**src/rtl/scarv_soc_pkg.sv**
```systemverilog
// Shared types and sizes for the SoC BRAM initiator: BRAM port width, response FIFO depth
// and the {error, rdata} response entry layout.
package scarv_soc_pkg;

    localparam int SCARV_SOC_BRAM_AW       = 14;
    localparam int SCARV_SOC_BRAM_RSP_DEPTH = 2;
    localparam int SCARV_SOC_RSP_RDATA_W   = 32;
    localparam int SCARV_SOC_RSP_ERROR_W   = 1;

    typedef struct packed {
        logic [SCARV_SOC_RSP_ERROR_W-1:0] error;
        logic [SCARV_SOC_RSP_RDATA_W-1:0] rdata;
    } bram_rsp_t;

    typedef enum logic {
        ACC_READ  = 1'b0,
        ACC_WRITE = 1'b1
    } acc_kind_e;

endpackage

```
**src/rtl/scarv_soc_bram_initiator_if.sv**
```systemverilog
// Core/interconnect memory channel seen by the BRAM initiator: one request channel and
// one in-order response channel.
interface scarv_soc_bram_initiator_if;

    // Both channels use strict valid/ready: a beat transfers on a rising clock edge where
    // valid & ready are both high; once valid is raised, the payload holds until it transfers.
    logic        req_valid;
    logic        req_ready;
    logic [31:0] req_addr;
    logic        req_wen;
    logic [3:0]  req_strb;
    logic [31:0] req_wdata;

    logic        rsp_valid;
    logic        rsp_ready;
    logic [31:0] rsp_rdata;
    logic        rsp_error;

    modport master (
        output req_valid, req_addr, req_wen, req_strb, req_wdata, rsp_ready,
        input  req_ready, rsp_valid, rsp_rdata, rsp_error
    );

    modport slave (
        input  req_valid, req_addr, req_wen, req_strb, req_wdata, rsp_ready,
        output req_ready, rsp_valid, rsp_rdata, rsp_error
    );

endinterface

```
**src/rtl/scarv_soc_bram_rsp_fifo.sv**
```systemverilog
// Two-entry response FIFO holding {error, rdata}. Push and pop may occur in the same
// cycle; the head is a direct read of the oldest entry.
module scarv_soc_bram_rsp_fifo
    import scarv_soc_pkg::*;
(
    input  logic      g_clk,
    input  logic      g_resetn,
    input  logic      push,
    input  bram_rsp_t push_data,
    input  logic      pop,
    output bram_rsp_t head,
    output logic [1:0] count
);

    bram_rsp_t mem [SCARV_SOC_BRAM_RSP_DEPTH];
    logic      wr_ptr;
    logic      rd_ptr;

    always_ff @(posedge g_clk or negedge g_resetn) begin
        if (!g_resetn) begin
            wr_ptr <= 1'b0;
            rd_ptr <= 1'b0;
            count  <= 2'd0;
        end else begin
            if (push) wr_ptr <= ~wr_ptr;
            if (pop)  rd_ptr <= ~rd_ptr;
            count <= count + {1'b0, push} - {1'b0, pop};
        end
    end

    // Storage needs no reset: entries are only read while count says they are live.
    always_ff @(posedge g_clk) begin
        if (push) mem[wr_ptr] <= push_data;
    end

    assign head = mem[rd_ptr];

endmodule

```
**src/rtl/scarv_soc_bram_initiator.sv**
```systemverilog
// Bridge from a valid/ready memory channel to one single-port BRAM port, absorbing the
// 1-cycle read latency. Optional address range check: SCARV_SOC_BRAM_ADDR_CHECK_EN.
module scarv_soc_bram_initiator
    import scarv_soc_pkg::*;
#(
    parameter logic [31:0] BASE_ADDR = 32'h0000_0000,
    parameter int          DEPTH     = 1024,
    parameter int          AW        = SCARV_SOC_BRAM_AW
) (
    input  logic                    g_clk,
    input  logic                    g_resetn,
    scarv_soc_bram_initiator_if.slave bus,
    output logic                    bram_en,
    output logic [3:0]              bram_we,
    output logic [AW-1:0]           bram_addr,
    output logic [31:0]             bram_wdata,
    input  logic [31:0]             bram_rdata
);

    logic       req_fire;
    logic       in_range;
    logic       pending;
    acc_kind_e  pending_kind;
    logic       pending_err;
    bram_rsp_t  bypass;
    bram_rsp_t  head;
    bram_rsp_t  rsp;
    logic [1:0] fifo_count;
    logic       fifo_empty;
    logic       fifo_push;
    logic       fifo_pop;

`ifdef SCARV_SOC_BRAM_ADDR_CHECK_EN
    localparam logic [32:0] RANGE_LO = {1'b0, BASE_ADDR};
    localparam logic [32:0] RANGE_HI = RANGE_LO + 33'(DEPTH);

    assign in_range = ({1'b0, bus.req_addr} >= RANGE_LO) && ({1'b0, bus.req_addr} < RANGE_HI);
`else
    // Without the check the BRAM simply aliases; base and size only matter to the comparator.
    localparam logic [31:0] UNUSED_CFG = BASE_ADDR ^ 32'(DEPTH);
    logic unused_addr;

    assign unused_addr = ^{bus.req_addr[31:AW], bus.req_addr[1:0], UNUSED_CFG};
    assign in_range    = 1'b1;
`endif

    // Occupancy counts the access in flight at the BRAM, so a full FIFO can never overflow.
    assign bus.req_ready = g_resetn && ((fifo_count + {1'b0, pending}) < 2'd2);
    assign req_fire      = bus.req_valid & bus.req_ready;

    assign bram_en    = req_fire & in_range;
    assign bram_we    = (bram_en & bus.req_wen) ? bus.req_strb : 4'b0000;
    assign bram_addr  = {bus.req_addr[AW-1:2], 2'b00};
    assign bram_wdata = bus.req_wdata;

    always_ff @(posedge g_clk or negedge g_resetn) begin
        if (!g_resetn) begin
            pending      <= 1'b0;
            pending_kind <= ACC_READ;
            pending_err  <= 1'b0;
        end else begin
            pending      <= req_fire;
            pending_kind <= bus.req_wen ? ACC_WRITE : ACC_READ;
            pending_err  <= req_fire & ~in_range;
        end
    end

    always_comb begin
        bypass       = '0;
        bypass.error = pending_err;
        if (!pending_err && pending_kind == ACC_READ) bypass.rdata = bram_rdata;
    end

    assign fifo_empty = (fifo_count == 2'd0);
    assign fifo_pop   = ~fifo_empty & bus.rsp_ready;
    // bram_rdata is only valid this cycle, so an unconsumed bypass entry is captured now.
    assign fifo_push  = pending & ~(fifo_empty & bus.rsp_ready);

    scarv_soc_bram_rsp_fifo u_rsp_fifo (
        .g_clk     (g_clk),
        .g_resetn  (g_resetn),
        .push      (fifo_push),
        .push_data (bypass),
        .pop       (fifo_pop),
        .head      (head),
        .count     (fifo_count)
    );

    assign rsp           = fifo_empty ? bypass : head;
    assign bus.rsp_valid = ~fifo_empty | pending;
    assign bus.rsp_rdata = rsp.rdata;
    assign bus.rsp_error = rsp.error;

endmodule

```
**src/flat_wrapper.sv**
```systemverilog
// flat-port wrapper written by rule: the top's interface ports become plain ports
module scarv_soc_bram_initiator_flat import scarv_soc_pkg::*;
#(
    parameter logic [31:0] BASE_ADDR = 32'h0000_0000,
    parameter int          DEPTH     = 1024,
    parameter int          AW        = SCARV_SOC_BRAM_AW
)
  (g_clk, g_resetn, bram_en, bram_we, bram_addr, bram_wdata, bram_rdata, bus_req_valid, bus_req_addr, bus_req_wen, bus_req_strb, bus_req_wdata, bus_rsp_ready, bus_req_ready, bus_rsp_valid, bus_rsp_rdata, bus_rsp_error);
  scarv_soc_bram_initiator_if bus_i ();
  input  logic g_clk;
  input  logic g_resetn;
  output logic bram_en;
  output logic [3:0] bram_we;
  output logic [AW-1:0] bram_addr;
  output logic [31:0] bram_wdata;
  input  logic [31:0] bram_rdata;
  input wire logic [$bits(bus_i.req_valid)-1:0] bus_req_valid;
  input wire logic [$bits(bus_i.req_addr)-1:0] bus_req_addr;
  input wire logic [$bits(bus_i.req_wen)-1:0] bus_req_wen;
  input wire logic [$bits(bus_i.req_strb)-1:0] bus_req_strb;
  input wire logic [$bits(bus_i.req_wdata)-1:0] bus_req_wdata;
  input wire logic [$bits(bus_i.rsp_ready)-1:0] bus_rsp_ready;
  output wire logic [$bits(bus_i.req_ready)-1:0] bus_req_ready;
  output wire logic [$bits(bus_i.rsp_valid)-1:0] bus_rsp_valid;
  output wire logic [$bits(bus_i.rsp_rdata)-1:0] bus_rsp_rdata;
  output wire logic [$bits(bus_i.rsp_error)-1:0] bus_rsp_error;
  assign bus_i.req_valid = bus_req_valid;
  assign bus_i.req_addr = bus_req_addr;
  assign bus_i.req_wen = bus_req_wen;
  assign bus_i.req_strb = bus_req_strb;
  assign bus_i.req_wdata = bus_req_wdata;
  assign bus_i.rsp_ready = bus_rsp_ready;
  assign bus_req_ready = bus_i.req_ready;
  assign bus_rsp_valid = bus_i.rsp_valid;
  assign bus_rsp_rdata = bus_i.rsp_rdata;
  assign bus_rsp_error = bus_i.rsp_error;
  scarv_soc_bram_initiator #(.BASE_ADDR(BASE_ADDR), .DEPTH(DEPTH), .AW(AW)) u_core (.g_clk(g_clk), .g_resetn(g_resetn), .bus(bus_i), .bram_en(bram_en), .bram_we(bram_we), .bram_addr(bram_addr), .bram_wdata(bram_wdata), .bram_rdata(bram_rdata));
endmodule
```
**config.mk**
```make
export PLATFORM = sky130hd
export DESIGN_NAME = scarv_soc_bram_initiator_flat
export DESIGN_NICKNAME = d
export VERILOG_FILES = /design/src/rtl/scarv_soc_pkg.sv /design/src/rtl/scarv_soc_bram_initiator_if.sv /design/src/rtl/scarv_soc_bram_rsp_fifo.sv /design/src/rtl/scarv_soc_bram_initiator.sv /design/src/flat_wrapper.sv
export SDC_FILE = /design/constraint.sdc
export NUM_CORES = 1
export LEC_CHECK = 0
export CAP_MARGIN = 5
export CORE_ASPECT_RATIO = 0.7
export CORE_MARGIN = 2
export CORE_UTILIZATION = 44
export CTS_CLUSTER_DIAMETER = 60
export DETAILED_ROUTE_END_ITERATION = 10
export PLACE_DENSITY = 0.86
export SYNTH_ARGS = -nofsm -noshare
export SYNTH_HDL_FRONTEND = slang
export SYNTH_SLANG_ARGS = --single-unit
```
**constraint.sdc**
```tcl
create_clock -name g_clk -period 5 [get_ports g_clk]
set_input_delay 1.25 -clock g_clk [delete_from_list [all_inputs] [get_ports g_clk]]
set_output_delay 1.25 -clock g_clk [all_outputs]
set_load 0.01 [all_outputs]
```
=== Yosys cells after proc, flatten, opt, wreduce, memory -nomap -nowiden ===
Memory sizes are Yosys's and may differ from the RTL's.
Index checks and enable logic that the tools add are counted.
W data, S select, Z words.

* Bits in registers: 6
* Bits in latches: 0
* Bits in writable memories: 64
* Bits in read-only memories: 0
* Input bits: 105
* Output and inout bits: 86
* Word-level logic and storage cells: 28
* Memories: 1

{| class="wikitable"
|+ Memories
! memory !! words !! width !! read ports !! clocked after memory_dff !! write ports !! line !! source
|-
| u_core.u_rsp_fifo.mem || 2 || 32 || 1 || 0 || 1 || scarv_soc_bram_rsp_fifo.sv:15 || <nowiki>bram_rsp_t mem [SCARV_SOC_BRAM_RSP_DEPTH];</nowiki>
|}

* $add $sub $neg: 3
* Multipliers: 0
* Divide/modulo/power cells: 0
* Magnitude comparators: 1
* Equality and inequality tests: 0
* Shift-type cells: 0
* Mux-type cells: 6
* Bitwise logic cells: 10
* Reductions and logical operators: 2

{| class="wikitable"
|+ Operator list
! kind !! count
|-
| $mux W33 || 1
|-
| $mux W32 || 1
|-
| $and A1 B1 Y1 || 5
|-
| $add A2 B1 Y2 || 2
|-
| $mux W4 || 1
|-
| $not A1 Y1 || 4
|-
| $mux W1 || 3
|-
| $logic_not A2 Y1 || 1
|-
| $lt A2 B2 Y1 const B || 1
|-
| $sub A2 B1 Y2 || 1
|-
| $logic_and A1 B1 Y1 || 1
|-
| $or A1 B1 Y1 || 1
|}

=== Depth between registers and ports, before layout ===
Gate-level depths: netlist (run 1).

* Depth in word-level cells: 6
* Mapped depth: 8
* Depth with buffers taken out: 7

=== Cells and area by module ===
A second synthesis (run 1) with hierarchy kept.

* Cell total of the unflattened synthesis: 255
* Area, all modules: 3861.2 um^2

{| class="wikitable"
|+ Modules (own cells, without submodules)
! module !! instances !! cells each !! area an instance (um^2) !! seq. area each (um^2)
|-
| scarv_soc_bram_rsp_fifo || 1 || 116 || 2720.1 || 2082.0
|-
| scarv_soc_bram_initiator || 1 || 139 || 1141.1 || 50.0
|}

=== Worst setup path after synthesis (run 1) ===
OpenSTA, ideal clock, no wires.

* Path type: in2reg
* Start point: input port bus_rsp_ready
* End point: memory u_core.u_rsp_fifo.mem[0][0] in the netlist's numbering, enable pin
* Library setup time: 0.421 ns
* Arrival: 2.782 ns
* Data required time: 4.579 ns
* Setup slack: 1.797 ns
* Cell stages on the path: 2
* Buffers on the path: 0
* Cells stage by stage: nor3b_1 nor2_1

* Word-level cells in the longest chain between the ends: 5

{| class="wikitable"
|+ RTL lines
! what !! line !! source
|-
| start, declared || flat_wrapper.sv:22 || <nowiki>input wire logic [$bits(bus_i.rsp_ready)-1:0] bus_rsp_ready;</nowiki>
|-
| $and A1 B1 Y1 || scarv_soc_bram_initiator.sv:77 || <nowiki>assign fifo_push = pending & ~(fifo_empty & bus.rsp_ready);</nowiki>
|-
| $not A1 Y1 || scarv_soc_bram_initiator.sv:77 ||
|-
| $and A1 B1 Y1 || scarv_soc_bram_initiator.sv:77 ||
|-
| $mux W1 || scarv_soc_bram_rsp_fifo.sv:33 || <nowiki>if (push) mem[wr_ptr] <= push_data;</nowiki>
|-
| $mux W1 (not written as such) || scarv_soc_bram_rsp_fifo.sv:33 ||
|-
| end, declared || scarv_soc_bram_rsp_fifo.sv:15 ||
|}

Every way passes these cells.

=== Worst setup path after layout (run 1) ===
* Start point: input port g_resetn
* End point: output port bram_en

* Word-level cells in the longest chain between the ends: 2

{| class="wikitable"
|+ RTL lines
! what !! line !! source
|-
| start, declared || flat_wrapper.sv:11 || <nowiki>input logic g_resetn;</nowiki>
|-
| $logic_and A1 B1 Y1 || scarv_soc_bram_initiator.sv:48 || <nowiki>assign bus.req_ready = g_resetn && ((fifo_count + {1'b0, pending}) < 2'd2);</nowiki>
|-
| $and A1 B1 Y1 || scarv_soc_bram_initiator.sv:49 || <nowiki>assign req_fire = bus.req_valid & bus.req_ready;</nowiki>
|-
| end, declared || flat_wrapper.sv:12 || <nowiki>output logic bram_en;</nowiki>
|}

Every way passes these cells.

==> impl_results.html, run 1 <==
<table>
<tr><th>Metric</th><th>Value</th></tr>
<tr><th colspan="2">Setup path</th></tr>
<tr><td>Critical path buffer and inverter count</td><td>3</td></tr>
<tr><td>Reg-to-Reg Start</td><td>u_core.u_rsp_fifo.count[0]</td></tr>
<tr><td>Cells along the critical path</td><td>clkdlybuf4s50_1 &gt; inv_1 &gt; a211oi_1 &gt; clkdlybuf4s50_1</td></tr>
<tr><td>CP startpoint kind</td><td>input port</td></tr>
<tr><td>Slowest-stage cell, CP</td><td>clkdlybuf4s50_1</td></tr>
<tr><td>Destination of the worst register-to-register timing path</td><td>u_core.u_rsp_fifo.count[1]</td></tr>
<tr><td>Worst path max stage delay</td><td>approximately 660 ps</td></tr>
<tr><td>Crit path from</td><td>g_resetn</td></tr>
<tr><td>Most numerous cell on the critical path</td><td>clkdlybuf4s50_1</td></tr>
<tr><td>Highest net fanout along the worst path</td><td>7</td></tr>
<tr><td>Arrival time at the worst endpoint</td><td>3050 ps</td></tr>
<tr><td>Worst R2R Setup Slack</td><td>3030 ps</td></tr>
<tr><td>Delay-heaviest family, CP</td><td>buffers and inverters</td></tr>
<tr><td>Register-to-Register Path Depth</td><td>7</td></tr>
<tr><td>Classification of the worst setup path</td><td>input port to output pin</td></tr>
<tr><td>Nature of the critical path endpoint</td><td>output pin</td></tr>
<tr><td>Req. time, crit path</td><td>between 3000 and 4000 ps</td></tr>
<tr><th colspan="2">Logic synthesis</th></tr>
<tr><td>Post-synthesis cell count</td><td>257</td></tr>
<tr><td>Library cell with the largest summed area after synthesis</td><td>edfxtp_1</td></tr>
<tr><td>Async set-reset flop share out of synthesis</td><td>0.08571</td></tr>
<tr><td>Ys flop type</td><td>edfxtp_1</td></tr>
<tr><td>Syn avg cell area</td><td>14.77 um^2</td></tr>
<tr><td>Post-synth EDFFs</td><td>64</td></tr>
<tr><td>Most common library cells after synthesis</td><td>64 x edfxtp_1, 50 x buf_4, 35 x mux2_2, 29 x mux2_4, 21 x and2b_1</td></tr>
<tr><td>Synthesized area</td><td>3796 um^2</td></tr>
<tr><td>Distinct cell type count after synthesis</td><td>28</td></tr>
<tr><td>Portion of synthesized cell area occupied by the leading cell type</td><td>0.5063</td></tr>
<tr><td>Main area contributors after synthesis</td><td>edfxtp_1 51%, mux2_4 11%, mux2_2 10%</td></tr>
<tr><td>Cell with the most instances after synthesis</td><td>edfxtp_1</td></tr>
<tr><td>Number of warning messages in the yosys log</td><td>0</td></tr>
<tr><td>FF+latch count, synth</td><td>70</td></tr>
<tr><td>Fraction of the yosys area taken by sequential cells</td><td>0.5458</td></tr>
<tr><th colspan="2">Timing</th></tr>
<tr><td>Post-route fraction of the period consumed by the critical path</td><td>0.8598</td></tr>
<tr><td>Setup TNS after final layout</td><td>0 ps</td></tr>
<tr><td>Crit path time final</td><td>around 4300 ps</td></tr>
<tr><td>Tightest slew margin relative to the limit</td><td>0.2936</td></tr>
<tr><td>Highest clock frequency the design can meet</td><td>0.2326 GHz</td></tr>
<tr><td>Layout Skew</td><td>5.014 ps</td></tr>
<tr><td>Final Hold Slack</td><td>~560 ps</td></tr>
<tr><td>Slew of the pin with the lowest slew margin</td><td>~1100 ps</td></tr>
<tr><td>Hold violation count in the final report</td><td>0</td></tr>
<tr><td>Setup violation total in the final timing report</td><td>0</td></tr>
<tr><td>Setup repair after global routing missed its margin</td><td>false</td></tr>
<tr><td>Final Max Slew Viols</td><td>0</td></tr>
<tr><th colspan="2">Drt</th></tr>
<tr><td>Initial DRC Count</td><td>42</td></tr>
<tr><td>DR DRC count</td><td>0</td></tr>
<tr><td>Final antenna-violating net count</td><td>0</td></tr>
<tr><td>Average routed wire per standard cell</td><td>17.19 um</td></tr>
<tr><td>Detailed-route vias per instance</td><td>slightly below 5</td></tr>
<tr><td>Via Count</td><td>1,996</td></tr>
<tr><td>Total routed wirelength</td><td>6912 um</td></tr>
<tr><td>DRT Pass-1 Iters</td><td>4</td></tr>
<tr><th colspan="2">Power</th></tr>
<tr><td>Maximum vdd drop</td><td>0.3500 mV</td></tr>
<tr><td>Leakage power</td><td>0.001729 uW</td></tr>
<tr><td>Pwr dens</td><td>529.4 nW/um^2</td></tr>
<tr><th colspan="2">Clock tree</th></tr>
<tr><td>Number of instances resized during post-cts repair</td><td>0</td></tr>
<tr><td>Clock-pin transition on the worst setup and hold timing paths</td><td>~60 ps</td></tr>
<tr><td>Clock insertion delay at the later pin of the skew report</td><td>320 ps</td></tr>
<tr><td>Longest Clk Path Bufs</td><td>2</td></tr>
<tr><td>Setup bufs post-CTS</td><td>0</td></tr>
<tr><td>Root Driver</td><td>clkbuf_16</td></tr>
<tr><td>CTS buffer count</td><td>9</td></tr>
<tr><td>Count of hold-fix buffers inserted at cts</td><td>0</td></tr>
<tr><td>CTS tree</td><td>done</td></tr>
<tr><td>CTS H-tree lvls</td><td>3</td></tr>
<tr><td>Clock tree sinks</td><td>70</td></tr>
<tr><th colspan="2">Placement</th></tr>
<tr><td>Final GP Congestion</td><td>0.7502</td></tr>
<tr><td>Area of placed instances</td><td>4299 um^2</td></tr>
<tr><td>Half-perimeter wire length of the detailed placement result</td><td>4481 um</td></tr>
<tr><td>PortBufs</td><td>between 70 and 80</td></tr>
<tr><th colspan="2">Floorplan</th></tr>
<tr><td>Die boundary height</td><td>81.72 um</td></tr>
<tr><td>Core Region</td><td>between 8000 and 9000 um^2</td></tr>
<tr><td>Die Wd</td><td>115.0 um</td></tr>
<tr><td>Standard-cell row count</td><td>28</td></tr>
<tr><td>Starting density of the core</td><td>0.4515</td></tr>
<tr><td>Number of top-level pins</td><td>191</td></tr>
<tr><td>Die Outline Area</td><td>~9400 um^2</td></tr>
<tr><th colspan="2">GRT</th></tr>
<tr><td>Maximum number of pins on one net before global-route repair</td><td>34</td></tr>
<tr><td>Global Route Usage Sum</td><td>0.1588</td></tr>
<tr><td>GR Overflow Total</td><td>0</td></tr>
<tr><td>First-pass GRT wire length</td><td>about 11,000 um</td></tr>
<tr><td>Via count of the first global-routing pass</td><td>2,109</td></tr>
<tr><td>Number of antenna violations at the first check in global routing</td><td>0</td></tr>
<tr><th colspan="2">Final layout</th></tr>
<tr><td>Final design instance area without fill</td><td>4621 um^2</td></tr>
<tr><td>Growth of design area from synthesis to finish</td><td>21.72%</td></tr>
<tr><td>Fill cell total of the finished layout</td><td>713</td></tr>
<tr><td>Final cell utilization of the core</td><td>0.5496</td></tr>
<tr><td>Number of antenna diodes</td><td>0</td></tr>
<tr><td>Final net count</td><td>399</td></tr>
<tr><td>Proportion of layout cells with a drive suffix above 1</td><td>0.2795</td></tr>
<tr><th colspan="2">Min path</th></tr>
<tr><td>Worst min path class</td><td>flip-flop to flip-flop</td></tr>
<tr><td>Worst hold stages</td><td>2</td></tr>
<tr><td>Worst Hold Launch</td><td>u_core.u_rsp_fifo.wr_ptr</td></tr>
<tr><td>Capture endpoint of the worst hold path</td><td>u_core.u_rsp_fifo.wr_ptr</td></tr>
<tr><th colspan="2">Flow run</th></tr>
<tr><td>Max_cap viols</td><td>0</td></tr>
<tr><th colspan="2">Outcome</th></tr>
<tr><td>Outcome</td><td>completed</td></tr>
</table>
==> sequential cells by signal, indices dropped and copies added, names as in the netlist <==
register / flops
u_core.pending_kind: 1
u_core.u_rsp_fifo.rd_ptr: 1
u_core.u_rsp_fifo.wr_ptr: 1
u_core.pending: 1
u_core.u_rsp_fifo.count: 2
u_core.u_rsp_fifo.mem: 64
==> worst reg2reg max path: stages (launching register included) <==
cell and delay, ps:
dfrtp_1 470, nor3b_1 550, nand2b_1 190, ha_1 220
inv_1 50, ha_1 140, xnor2_1 130, xnor2_1 130
==> final cells by class <==
class,instances,area [um^2],share of cell area
flip-flops and latches,70,2073,0.4487
repair buffers,80,798.3,0.1728
multi-input cells,127,1281,0.2773
clock inverters,6,92.59,0.02004
inverters,4,15.01,0.003249
clock buffers,10,229.0,0.04955
well taps,105,131.4,0.02843
==> cells by family (layout without fill, tap and decap cells) <==
| logic type | after synthesis | after routing | synth area share |
|---|---|---|---|
| flip-flops | 70 | 70 | 0.5458 |
| multiplexers | 64 | 64 | 0.2185 |
| other | 1 | 3 | 0.0009878 |
| AO/OA/AOI/OAI | 9 | 9 | 0.01648 |
| XOR/XNOR | 3 | 3 | 0.006923 |
| adder cells (fa/ha/maj) | 2 | 2 | 0.006591 |
| buffers and inverters | 62 | 100 | 0.1219 |
| AND/OR/NAND/NOR | 46 | 46 | 0.08273 |
==> cell usage in the layout (no fill, tap or decap) <==
cell type,synthesis,routed
mux2_2,35,35
inv_1,4,4
o21ai_0,1,1
nand2b_1,3,3
nand4bb_1,1,1
nor3b_1,1,1
a211oi_1,5,5
nor2_4,0,2
and2b_1,21,21
dfrtp_2,0,1
clkbuf_1,3,1
buf_4,50,1
xnor2_1,3,3
nor2b_1,11,11
conb_1,1,3
ha_1,2,2
dfrtp_1,6,5
or3_1,1,1
and3b_1,1,1
a21o_1,1,1
edfxtp_1,64,64
clkbuf_16,0,9
clkdlybuf4s50_1,0,79
a21oi_1,1,1
mux2_4,29,29
inv_6,0,2
nand3_1,5,5
clkinvlp_4,0,2
o211ai_1,1,1
bufinv_16,0,2
==> through the flow <==
stage | total power [uW] | worst slack (ps) | instances
2_1_floorplan | 1476 | 1797 | 259
3_3_place_gp | 1775 | 733.8 | 386
3_5_place_dp | 1798 | 682.6 | 386
4_1_cts | 2484 | 647.8 | 402
5_1_grt | 2580 | 572.7 | 402
6_report | 2446 | 700.8 | 402
==> routing by layer <==
| layer | global-route usage | vias up | routed length [um] |
|---|---|---|---|
| met5 | 0 | - | 0 |
| met4 | 0.09157 | 0 | 287 |
| met3 | 0.05978 | 26 | 466 |
| met2 | 0.2582 | 75 | 3255 |
| met1 | 0.1825 | 949 | 2902 |
| li1 | - | 946 | - |
==> report_power, final <==
group | internal [uW] | total, uW | switching (uW)
Sequential | 720 | 835 | 115
Clock | 440 | 673 | 233
Combinational | 612 | 938 | 327
Total | 1770 | 2450 | 675
==> worst max path at each step <==
| stage | to | depth (start not counted) |
|---|---|---|
| finish | bram_en | 4 |
| global route | bram_en | 4 |
| CTS | bram_en | 4 |
| detailed placement | bram_en | 4 |
| global placement | bram_en | 4 |
| floorplan | u_core.u_rsp_fifo.mem[0][0] | 2 |
Note: power is estimated with default switching activity, not from simulation.
==> run 2, diff against run 1 <==
--- a/config.mk
+++ b/config.mk
@@ -5,6 +5,7 @@
 export SDC_FILE = /design/constraint.sdc
 export NUM_CORES = 1
 export LEC_CHECK = 0
+export ABC_AREA = 0
 export CAP_MARGIN = 5
 export CORE_ASPECT_RATIO = 0.7
 export CORE_MARGIN = 2
@@ -14,4 +15,5 @@
 export PLACE_DENSITY = 0.86
 export SYNTH_ARGS = -nofsm -noshare
 export SYNTH_HDL_FRONTEND = slang
+export SYNTH_HIERARCHICAL = 1
 export SYNTH_SLANG_ARGS = --single-unit
==> run 2 against run 1 <==
Die area increased by 1.6%. Fmax increased by 0.54%. Sequential cell count up 2. Sequential power rose by 3.0%. Wire length decreased by 2.2%. Highest routed layer unchanged. Clock power grew 8.6%. Sequential share of layout area increased by 0.50 points. Register-to-register slack worse by 740 ps. Clock skew rose by 1.0 ps. Area after synthesis up 1.7%. Synthesized cell count fell by 0.78%.
==> impl_results.html, run 2 <==
<table>
<tr><th>Metric</th><th>Value</th></tr>
<tr><th colspan="2">Outcome</th></tr>
<tr><td>Outcome</td><td>completed</td></tr>
<tr><th colspan="2">Placement</th></tr>
<tr><td>PortBufs</td><td>80 (+1.3%)</td></tr>
<tr><td>Final GP Congestion</td><td>0.7426 (-1.0%)</td></tr>
<tr><td>Half-perimeter wire length of the detailed placement result</td><td>4251 um (-5.1%)</td></tr>
<tr><th colspan="2">Logic synthesis</th></tr>
<tr><td>Main area contributors after synthesis</td><td>edfxtp_1 51%, mux2_4 11%, buf_4 8.9%</td></tr>
<tr><td>Most common library cells after synthesis</td><td>66 x edfxtp_1, 46 x buf_4, 33 x nor2b_1, 30 x mux2_2, 29 x mux2_4</td></tr>
<tr><td>Portion of synthesized cell area occupied by the leading cell type</td><td>0.5133 (+0.007023)</td></tr>
<tr><td>Number of warning messages in the yosys log</td><td>6 (+6)</td></tr>
<tr><td>Cell with the most instances after synthesis</td><td>edfxtp_1</td></tr>
<tr><td>Ys flop type</td><td>edfxtp_1</td></tr>
<tr><td>Fraction of the yosys area taken by sequential cells</td><td>0.5522 (+0.006357)</td></tr>
<tr><td>Syn avg cell area</td><td>15.14 um^2 (+2.5%)</td></tr>
<tr><td>Post-synthesis cell count</td><td>255 (-0.78%)</td></tr>
<tr><td>FF+latch count, synth</td><td>72 (+2.9%)</td></tr>
<tr><td>Synthesized area</td><td>3861 um^2 (+1.7%)</td></tr>
<tr><td>Distinct cell type count after synthesis</td><td>26 (-7.1%)</td></tr>
<tr><td>Post-synth EDFFs</td><td>66 (+3.1%)</td></tr>
<tr><td>Library cell with the largest summed area after synthesis</td><td>edfxtp_1</td></tr>
<tr><td>Async set-reset flop share out of synthesis</td><td>0.08333 (-0.002381)</td></tr>
<tr><th colspan="2">Setup path</th></tr>
<tr><td>Worst R2R Setup Slack</td><td>2290 ps (-740 ps)</td></tr>
<tr><td>Nature of the critical path endpoint</td><td>output pin</td></tr>
<tr><td>Reg-to-Reg Start</td><td>u_core/u_rsp_fifo/count[0]</td></tr>
<tr><td>Highest net fanout along the worst path</td><td>8 (+1)</td></tr>
<tr><td>Req. time, crit path</td><td>3750 ps (about the same)</td></tr>
<tr><td>Destination of the worst register-to-register timing path</td><td>u_core/u_rsp_fifo/mem[1][15]</td></tr>
<tr><td>Arrival time at the worst endpoint</td><td>3030 ps (-20 ps)</td></tr>
<tr><td>Register-to-Register Path Depth</td><td>3 (-4)</td></tr>
<tr><td>Crit path from</td><td>g_resetn</td></tr>
<tr><td>CP startpoint kind</td><td>input port</td></tr>
<tr><td>Capture point of the worst path</td><td>bram_we[0]</td></tr>
<tr><td>Classification of the worst setup path</td><td>input port to output pin</td></tr>
<tr><th colspan="2">Drt</th></tr>
<tr><td>DRT Pass-1 Iters</td><td>4 (unchanged)</td></tr>
<tr><td>Via Count</td><td>2,034 (+1.9%)</td></tr>
<tr><td>Top routing layer in use</td><td>met4</td></tr>
<tr><td>Wire length on met3</td><td>384 um (-18%)</td></tr>
<tr><td>Average routed wire per standard cell</td><td>16.21 um (-5.7%)</td></tr>
<tr><td>DR DRC count</td><td>0 (unchanged)</td></tr>
<tr><td>Total routed wirelength</td><td>6759 um (-2.2%)</td></tr>
<tr><td>Metal2 WL</td><td>3375 um (+3.7%)</td></tr>
<tr><td>Detailed-route vias per instance</td><td>4.878 (-1.8%)</td></tr>
<tr><td>Initial DRC Count</td><td>60 (+43%)</td></tr>
<tr><td>Final antenna-violating net count</td><td>0 (unchanged)</td></tr>
<tr><td>Wl on met1</td><td>2929 um (+0.93%)</td></tr>
<tr><th colspan="2">Final layout</th></tr>
<tr><td>Most flop-heavy register</td><td>u_core/u_rsp_fifo/mem</td></tr>
<tr><td>Flip-flop count of the largest register after layout</td><td>66 (+3.1%)</td></tr>
<tr><td>Most common cell after layout, fill and taps aside</td><td>clkdlybuf4s50_1</td></tr>
<tr><td>Proportion of layout cells with a drive suffix above 1</td><td>0.2727 (-0.006734)</td></tr>
<tr><td>Commonest cells after routing, fill and taps aside</td><td>80 x clkdlybuf4s50_1, 66 x edfxtp_1, 32 x nor2b_1</td></tr>
<tr><td>Growth of design area from synthesis to finish</td><td>21.78% (about the same)</td></tr>
<tr><td>Final net count</td><td>399 (unchanged)</td></tr>
<tr><td>Number of antenna diodes</td><td>0 (unchanged)</td></tr>
<tr><td>Largest registers ranked by flip-flop count</td><td>u_core/u_rsp_fifo/mem x66, u_core/u_rsp_fifo/count x2</td></tr>
<tr><th colspan="2">Floorplan</th></tr>
<tr><td>Core Region</td><td>8478 um^2 (+0.83%)</td></tr>
<tr><td>Die Outline Area</td><td>9553 um^2 (+1.6%)</td></tr>
<tr><td>Starting density of the core</td><td>0.4554 (+0.003943)</td></tr>
<tr><td>Die boundary height</td><td>82.38 um (+0.81%)</td></tr>
<tr><td>Number of top-level pins</td><td>191 (unchanged)</td></tr>
<tr><td>Standard-cell row count</td><td>28 (unchanged)</td></tr>
<tr><td>Die Wd</td><td>116.0 um (+0.82%)</td></tr>
<tr><th colspan="2">Flow run</th></tr>
<tr><td>Max_cap viols</td><td>0 (unchanged)</td></tr>
<tr><th colspan="2">Power</th></tr>
<tr><td>Sw power</td><td>693.9 uW (+2.8%)</td></tr>
<tr><td>Maximum vdd drop</td><td>0.2541 mV (-27%)</td></tr>
<tr><td>Share of total power in the clock network</td><td>0.286 (+0.011)</td></tr>
<tr><td>Switching share of power</td><td>0.2718 (-0.004175)</td></tr>
<tr><td>Overall power</td><td>2553 uW (+4.4%)</td></tr>
<tr><td>Relative contribution of sequential cells to total power</td><td>0.337 (-0.004)</td></tr>
<tr><td>Pwr dens</td><td>543.0 nW/um^2 (+2.6%)</td></tr>
<tr><td>Part of the total power dissipated in combinational logic</td><td>0.377 (-0.007)</td></tr>
<tr><td>Leakage power</td><td>0.001722 uW (-0.37%)</td></tr>
<tr><td>Cell Int Power</td><td>1859 uW (+5.0%)</td></tr>
<tr><th colspan="2">GRT</th></tr>
<tr><td>GR Overflow Total</td><td>0 (unchanged)</td></tr>
<tr><td>Number of antenna violations at the first check in global routing</td><td>0 (unchanged)</td></tr>
<tr><td>Maximum number of pins on one net before global-route repair</td><td>35 (+2.9%)</td></tr>
<tr><td>Global Route Usage Sum</td><td>0.1432 (-0.01562)</td></tr>
<tr><td>First-pass GRT wire length</td><td>10,380 um (-5.6%)</td></tr>
<tr><td>Via count of the first global-routing pass</td><td>2,158 (+2.3%)</td></tr>
<tr><th colspan="2">Clock tree</th></tr>
<tr><td>Longest Clk Path Bufs</td><td>2 (unchanged)</td></tr>
<tr><td>CTS H-tree lvls</td><td>3 (unchanged)</td></tr>
<tr><td>Clock tree sinks</td><td>72 (+2.9%)</td></tr>
<tr><td>Clock-pin transition on the worst setup and hold timing paths</td><td>60 ps (about the same)</td></tr>
<tr><td>CTS tree</td><td>done</td></tr>
<tr><td>Setup bufs post-CTS</td><td>0 (unchanged)</td></tr>
<tr><td>Root Driver</td><td>clkbuf_16</td></tr>
<tr><td>Count of hold-fix buffers inserted at cts</td><td>0 (unchanged)</td></tr>
<tr><td>Clock insertion delay at the later pin of the skew report</td><td>320 ps (about the same)</td></tr>
<tr><td>Number of instances resized during post-cts repair</td><td>0 (unchanged)</td></tr>
<tr><td>CTS buffer count</td><td>9 (unchanged)</td></tr>
<tr><th colspan="2">Timing</th></tr>
<tr><td>Setup repair after global routing missed its margin</td><td>false</td></tr>
<tr><td>Crit path time final</td><td>4276 ps (-22.98 ps)</td></tr>
<tr><td>Hold violation count in the final report</td><td>0 (unchanged)</td></tr>
<tr><td>Setup TNS after final layout</td><td>0 ps (unchanged)</td></tr>
<tr><td>Layout Skew</td><td>6.049 ps (+1.034 ps)</td></tr>
<tr><td>Setup violation total in the final timing report</td><td>0 (unchanged)</td></tr>
<tr><td>Tightest slew margin relative to the limit</td><td>0.2309 (-0.06272)</td></tr>
<tr><td>Final Max Slew Viols</td><td>0 (unchanged)</td></tr>
<tr><td>Post-route fraction of the period consumed by the critical path</td><td>0.8552 (-0.004595)</td></tr>
<tr><td>Slew of the pin with the lowest slew margin</td><td>1154 ps (+94.08 ps)</td></tr>
<tr><td>Highest clock frequency the design can meet</td><td>0.2339 GHz (+0.54%)</td></tr>
<tr><th colspan="2">Min path</th></tr>
<tr><td>Worst min path class</td><td>flip-flop to flip-flop</td></tr>
</table>
==> run 2: cell count changes after synthesis, moves of 4 or more <==
cell,change
buf_6,+4
and2b_1,-21
nor4_1,+4
buf_4,-4
a211oi_1,-5
mux2_1,+6
mux2_2,-5
nor2b_1,+22
nand3_1,-5
nand2_1,+5
==> run 2: logic make-up (layout without fill, tap and decap cells) <==
logic type | Yosys count | count (layout) | share of synthesized area
AOI/OAI and AO/OA | 2 | 2 | 0.004861
xor gates and xnor gates | 3 | 3 | 0.01069
adders and majority gates | 2 | 2 | 0.006480
buffers and inverters | 59 | 98 | 0.1254
DFF | 72 | 72 | 0.5522
muxes | 65 | 65 | 0.2178
other | 1 | 4 | 0.0009712
and+or+nand+nor | 51 | 51 | 0.08166
==> run 2: power by group through the flow <==
| stage | Sequential [uW] | Clock [uW] | Combinational (uW) |
|---|---|---|---|
| after floorplan | 785 | 0 | 747 |
| after global placement | 867 | 0 | 951 |
| after detailed placement | 875 | 0 | 966 |
| after CTS | 862 | 751 | 974 |
| after global routing | 874 | 778 | 1020 |
| final | 860 | 731 | 961 |
==> run 2: through the flow <==
stage	hold slack, ps	area (um^2)	worst slack, ps	instances	utilization
floorplan	455.5	3872	1442	258	-
global placement	521.3	4357	816.8	401	0.5139
detailed placement	531.4	4357	711.2	401	0.5139
CTS	542.7	4702	724.2	417	0.5546
global route	578.5	4702	574.1	417	0.5546
finish	552.9	4702	723.8	417	0.5546
==> run 2: worst min path at each step <==
| stage | slack (ps) | from | to | depth (start not counted) |
|---|---|---|---|---|
| global route | 580 | u_core/u_rsp_fifo/wr_ptr | u_core/u_rsp_fifo/wr_ptr | 1 |
| global placement | 520 | u_core/u_rsp_fifo/wr_ptr | u_core/u_rsp_fifo/wr_ptr | 1 |
| CTS | 540 | u_core/u_rsp_fifo/wr_ptr | u_core/u_rsp_fifo/wr_ptr | 1 |
| detailed placement | 530 | u_core/u_rsp_fifo/wr_ptr | u_core/u_rsp_fifo/wr_ptr | 1 |
| finish | 550 | u_core/u_rsp_fifo/wr_ptr | u_core/u_rsp_fifo/wr_ptr | 1 |
| floorplan | 460 | u_core/u_rsp_fifo/wr_ptr | u_core/u_rsp_fifo/wr_ptr | 1 |
==> run 2: layout make-up <==
cell class,instances,area [um^2]
inverter,2,7.507
sequential,72,2133
tap,120,150.1
timing repair buffer,80,800.8
clock buffer,10,229.0
fill,727,3776
multi-input combinational,127,1265
clock inverter,6,116.4
==> run 2: metal layers <==
metal / up-vias / track usage
met2: 71 / 0.2509
met3: 20 / 0.05328
met4: 0 / 0.04167
met5: - / 0
met1: 1012 / 0.1668
li1: 931 / -
==> run 2: worst max-delay path, stage by stage <==
cell and delay, ps:
clkdlybuf4s50_1 680, nand2_1 200, nor4_1 290, clkdlybuf4s50_1 600
==> run 3, diff against run 2 <==
--- a/config.mk
+++ b/config.mk
@@ -9,10 +9,10 @@
 export CAP_MARGIN = 5
 export CORE_ASPECT_RATIO = 0.7
 export CORE_MARGIN = 2
-export CORE_UTILIZATION = 44
+export CORE_UTILIZATION = 41
 export CTS_CLUSTER_DIAMETER = 60
 export DETAILED_ROUTE_END_ITERATION = 10
-export PLACE_DENSITY = 0.86
+export PLACE_DENSITY = 0.8
 export SYNTH_ARGS = -nofsm -noshare
 export SYNTH_HDL_FRONTEND = slang
 export SYNTH_HIERARCHICAL = 1
==> constraint.sdc (replaced) <==
create_clock -name g_clk -period 4.2 [get_ports g_clk]
set_input_delay 1.05 -clock g_clk [delete_from_list [all_inputs] [get_ports g_clk]]
set_output_delay 1.05 -clock g_clk [all_outputs]
set_load 0.01 [all_outputs]
==> run 3 against run 2 <==
Wire length is 2.9% higher. Sequential cell count stayed put. Largest power group unchanged. Critical endpoint is now bram_we[2]. Highest routed layer unchanged. Non-clock buffer count is 5 higher. Global-route usage is 0.40 points lower. Via count is 0.54% lower. Sequential share of layout area hardly changed.
==> impl_results.html, run 3 (same netlist as run 2, synthesis figures left out) <==
<table>
<tr><th>Metric</th><th>Value</th></tr>
<tr><th colspan="2">Final layout</th></tr>
<tr><td>Final cell count without fillers</td><td>426 (+2.2%)</td></tr>
<tr><td>Final design instance area without fill</td><td>4698 um^2 (about the same)</td></tr>
<tr><td>Growth of design area from synthesis to finish</td><td>21.68% (about the same)</td></tr>
<tr><td>Commonest cells after routing, fill and taps aside</td><td>80 x clkdlybuf4s50_1, 66 x edfxtp_1, 32 x nor2b_1</td></tr>
<tr><td>Proportion of layout cells with a drive suffix above 1</td><td>0.2881 (+0.01535)</td></tr>
<tr><td>Sequential Area</td><td>2133 um^2 (unchanged)</td></tr>
<tr><td>Most flop-heavy register</td><td>u_core/u_rsp_fifo/mem</td></tr>
<tr><td>Flip-flop count of the largest register after layout</td><td>66 (unchanged)</td></tr>
<tr><td>Final net count</td><td>404 (+1.3%)</td></tr>
<tr><td>Largest registers ranked by flip-flop count</td><td>u_core/u_rsp_fifo/mem x66, u_core/u_rsp_fifo/count x2</td></tr>
<tr><td>Fill cell total of the finished layout</td><td>767 (+5.5%)</td></tr>
<tr><td>Number of antenna diodes</td><td>0 (unchanged)</td></tr>
<tr><td>Most common cell after layout, fill and taps aside</td><td>clkdlybuf4s50_1</td></tr>
<tr><td>Area occupied by multi-input gates</td><td>1265 um^2 (unchanged)</td></tr>
<tr><th colspan="2">Placement</th></tr>
<tr><td>Placed insts</td><td>410 (+2.2%)</td></tr>
<tr><td>Final GP Congestion</td><td>0.6754 (-9.0%)</td></tr>
<tr><td>PortBufs</td><td>80 (unchanged)</td></tr>
<tr><td>Half-perimeter wire length of the detailed placement result</td><td>4575 um (+7.6%)</td></tr>
<tr><td>Area of placed instances</td><td>4412 um^2 (+1.3%)</td></tr>
<tr><th colspan="2">Drt</th></tr>
<tr><td>Initial DRC Count</td><td>56 (-6.7%)</td></tr>
<tr><td>Detailed-route vias per instance</td><td>4.749 (-2.6%)</td></tr>
<tr><td>Total routed wirelength</td><td>6952 um (+2.9%)</td></tr>
<tr><td>DRT Pass-1 Iters</td><td>4 (unchanged)</td></tr>
<tr><td>DR DRC count</td><td>0 (unchanged)</td></tr>
<tr><td>Average routed wire per standard cell</td><td>16.32 um (+0.68%)</td></tr>
<tr><td>Final antenna-violating net count</td><td>0 (unchanged)</td></tr>
<tr><td>Via Count</td><td>2,023 (-0.54%)</td></tr>
<tr><th colspan="2">GRT</th></tr>
<tr><td>First-pass GRT wire length</td><td>11,010 um (+6.1%)</td></tr>
<tr><td>Global Route Usage Sum</td><td>0.1392 (-0.003961)</td></tr>
<tr><td>Maximum number of pins on one net before global-route repair</td><td>34 (-2.9%)</td></tr>
<tr><td>Number of antenna violations at the first check in global routing</td><td>0 (unchanged)</td></tr>
<tr><td>GR Overflow Total</td><td>0 (unchanged)</td></tr>
<tr><td>Via count of the first global-routing pass</td><td>2,129 (-1.3%)</td></tr>
<tr><th colspan="2">Clock tree</th></tr>
<tr><td>Clock insertion delay at the later pin of the skew report</td><td>330 ps (about the same)</td></tr>
<tr><td>CTS tree</td><td>done</td></tr>
<tr><td>Setup bufs post-CTS</td><td>0 (unchanged)</td></tr>
<tr><td>Root Driver</td><td>clkbuf_16</td></tr>
<tr><td>CTS H-tree lvls</td><td>3 (unchanged)</td></tr>
<tr><td>Count of hold-fix buffers inserted at cts</td><td>0 (unchanged)</td></tr>
<tr><td>Longest Clk Path Bufs</td><td>2 (unchanged)</td></tr>
<tr><td>CTS buffer count</td><td>9 (unchanged)</td></tr>
<tr><td>Clock tree sinks</td><td>72 (unchanged)</td></tr>
<tr><td>Number of instances resized during post-cts repair</td><td>0 (unchanged)</td></tr>
<tr><td>Clock-pin transition on the worst setup and hold timing paths</td><td>50 ps (about the same)</td></tr>
<tr><th colspan="2">Power</th></tr>
<tr><td>Pwr dens</td><td>617.8 nW/um^2 (+14%)</td></tr>
<tr><td>Leakage power</td><td>0.001719 uW (-0.16%)</td></tr>
<tr><td>Sw power</td><td>848.7 uW (+22%)</td></tr>
<tr><td>Switching share of power</td><td>0.2924 (+0.02059)</td></tr>
<tr><td>Relative contribution of sequential cells to total power</td><td>0.339 (+0.002)</td></tr>
<tr><td>Part of the total power dissipated in combinational logic</td><td>0.414 (+0.037)</td></tr>
<tr><td>Maximum vdd drop</td><td>0.3079 mV (+21%)</td></tr>
<tr><td>Share of total power in the clock network</td><td>0.247 (-0.039)</td></tr>
<tr><td>Cell Int Power</td><td>2054 uW (+10%)</td></tr>
<tr><th colspan="2">Min path</th></tr>
<tr><td>Worst min path class</td><td>flip-flop to flip-flop</td></tr>
<tr><th colspan="2">Setup path</th></tr>
<tr><td>CP startpoint kind</td><td>input port</td></tr>
<tr><td>Classification of the worst setup path</td><td>input port to output pin</td></tr>
<tr><td>Cells along the critical path</td><td>clkdlybuf4s50_1 &gt; nand2_1 &gt; nor4_1 &gt; clkdlybuf4s50_1</td></tr>
<tr><td>Delay-heaviest family, CP</td><td>buffers and inverters</td></tr>
<tr><td>Critical path buffer and inverter count</td><td>2 (unchanged)</td></tr>
<tr><td>Most numerous cell on the critical path</td><td>clkdlybuf4s50_1</td></tr>
<tr><td>Slowest-stage cell, CP</td><td>clkdlybuf4s50_1</td></tr>
<tr><td>Worst path max stage delay</td><td>590 ps (-90 ps)</td></tr>
<tr><td>Highest net fanout along the worst path</td><td>5 (-3)</td></tr>
<tr><td>Req. time, crit path</td><td>3150 ps (-600 ps)</td></tr>
<tr><td>Arrival time at the worst endpoint</td><td>2530 ps (-500 ps)</td></tr>
<tr><td>Worst R2R Setup Slack</td><td>1900 ps (-390 ps)</td></tr>
<tr><td>Nature of the critical path endpoint</td><td>output pin</td></tr>
<tr><th colspan="2">Floorplan</th></tr>
<tr><td>Core Region</td><td>9107 um^2 (+7.4%)</td></tr>
<tr><td>Die Wd</td><td>120.0 um (+3.5%)</td></tr>
<tr><td>Die boundary height</td><td>85.19 um (+3.4%)</td></tr>
<tr><td>Standard-cell row count</td><td>29 (+3.6%)</td></tr>
<tr><td>Number of top-level pins</td><td>191 (unchanged)</td></tr>
<tr><td>Die Outline Area</td><td>10,220 um^2 (+7.0%)</td></tr>
<tr><td>Starting density of the core</td><td>0.4240 (-0.03147)</td></tr>
<tr><th colspan="2">Timing</th></tr>
<tr><td>Highest clock frequency the design can meet</td><td>0.2792 GHz</td></tr>
<tr><td>Crit path time final</td><td>3581 ps</td></tr>
<tr><td>Slew of the pin with the lowest slew margin</td><td>887.1 ps (-266.6 ps)</td></tr>
<tr><td>Setup repair after global routing missed its margin</td><td>false</td></tr>
<tr><td>Post-route fraction of the period consumed by the critical path</td><td>0.8527</td></tr>
<tr><td>Hold violation count in the final report</td><td>0 (unchanged)</td></tr>
<tr><td>Layout Skew</td><td>7.034 ps (+0.9853 ps)</td></tr>
<tr><td>Setup TNS after final layout</td><td>0 ps (unchanged)</td></tr>
<tr><td>Final Max Slew Viols</td><td>0 (unchanged)</td></tr>
<tr><td>Setup violation total in the final timing report</td><td>0 (unchanged)</td></tr>
<tr><td>Tightest slew margin relative to the limit</td><td>0.4086 (+0.1778)</td></tr>
<tr><th colspan="2">Flow run</th></tr>
<tr><td>Max_cap viols</td><td>0 (unchanged)</td></tr>
<tr><th colspan="2">Outcome</th></tr>
<tr><td>Outcome</td><td>completed</td></tr>
</table>
## run 3: cell types whose count changed in the layout (fill, tap and decap cells not counted), sizes merged
cell	delta
clkinv	-1
bufinv	-3
inv	+3
clkbuf	-1
clkinvlp	+2
buf	+5
## run 3: per-layer routing
| layer | vias up | part of all wire | track usage |
|---|---|---|---|
| met2 | 68 | 0.49 | 0.2319 |
| met4 | 0 | 0.016 | 0.04599 |
| met3 | 27 | 0.065 | 0.05108 |
| met1 | 981 | 0.43 | 0.1687 |
| met5 | - | 0 | 0 |
| li1 | 947 | - | - |
## run 3: final timing paths
| kind | start | end | depth (start not counted) |
|---|---|---|---|
| worst max-delay path | g_resetn | bram_we[2] | 4 |
| worst min-delay path | u_core/u_rsp_fifo/wr_ptr | u_core/u_rsp_fifo/wr_ptr | 1 |
| worst max register to register | u_core/u_rsp_fifo/count[1] | u_core/u_rsp_fifo/mem[0][31] | 4 |
| worst min register to register | u_core/u_rsp_fifo/wr_ptr | u_core/u_rsp_fifo/wr_ptr | 1 |
| max in group asynchronous | g_resetn | u_core/u_rsp_fifo/rd_ptr | 2 |
| min in group asynchronous | g_resetn | u_core/pending_kind | 2 |
## run 3: power groups by stage
stage	clock network, uW	logic (uW)	registers [uW]
after floorplan	0	890	934
after global placement	0	1200	993
after detailed placement	0	1210	1000
after CTS	737	1220	988
after global routing	763	1290	1000
final	716	1200	985
## run 3: area by class of cell
| cell class | count | area share |
|---|---|---|
| Sequential cell | 72 | 0.4541 |
| Multi-Input combinational cell | 127 | 0.2692 |
| Timing Repair Buffer | 85 | 0.1811 |
| Clock buffer | 9 | 0.04794 |
| Tap cell | 124 | 0.03302 |
| Clock inverter | 7 | 0.01305 |
| Inverter | 2 | 0.001598 |
## run 3: stage by stage
stage	total power (uW)	util	hold WS, ps	worst slack [ps]
3_3_place_gp	2197	0.4844	522.0	681.8
5_1_grt	3049	0.5159	576.7	555.4
3_5_place_dp	2214	0.4844	528.1	622.5
2_1_floorplan	1824	-	455.5	842.1
4_1_cts	2948	0.5159	535.8	616.6
6_report	2903	0.5159	534.3	618.5
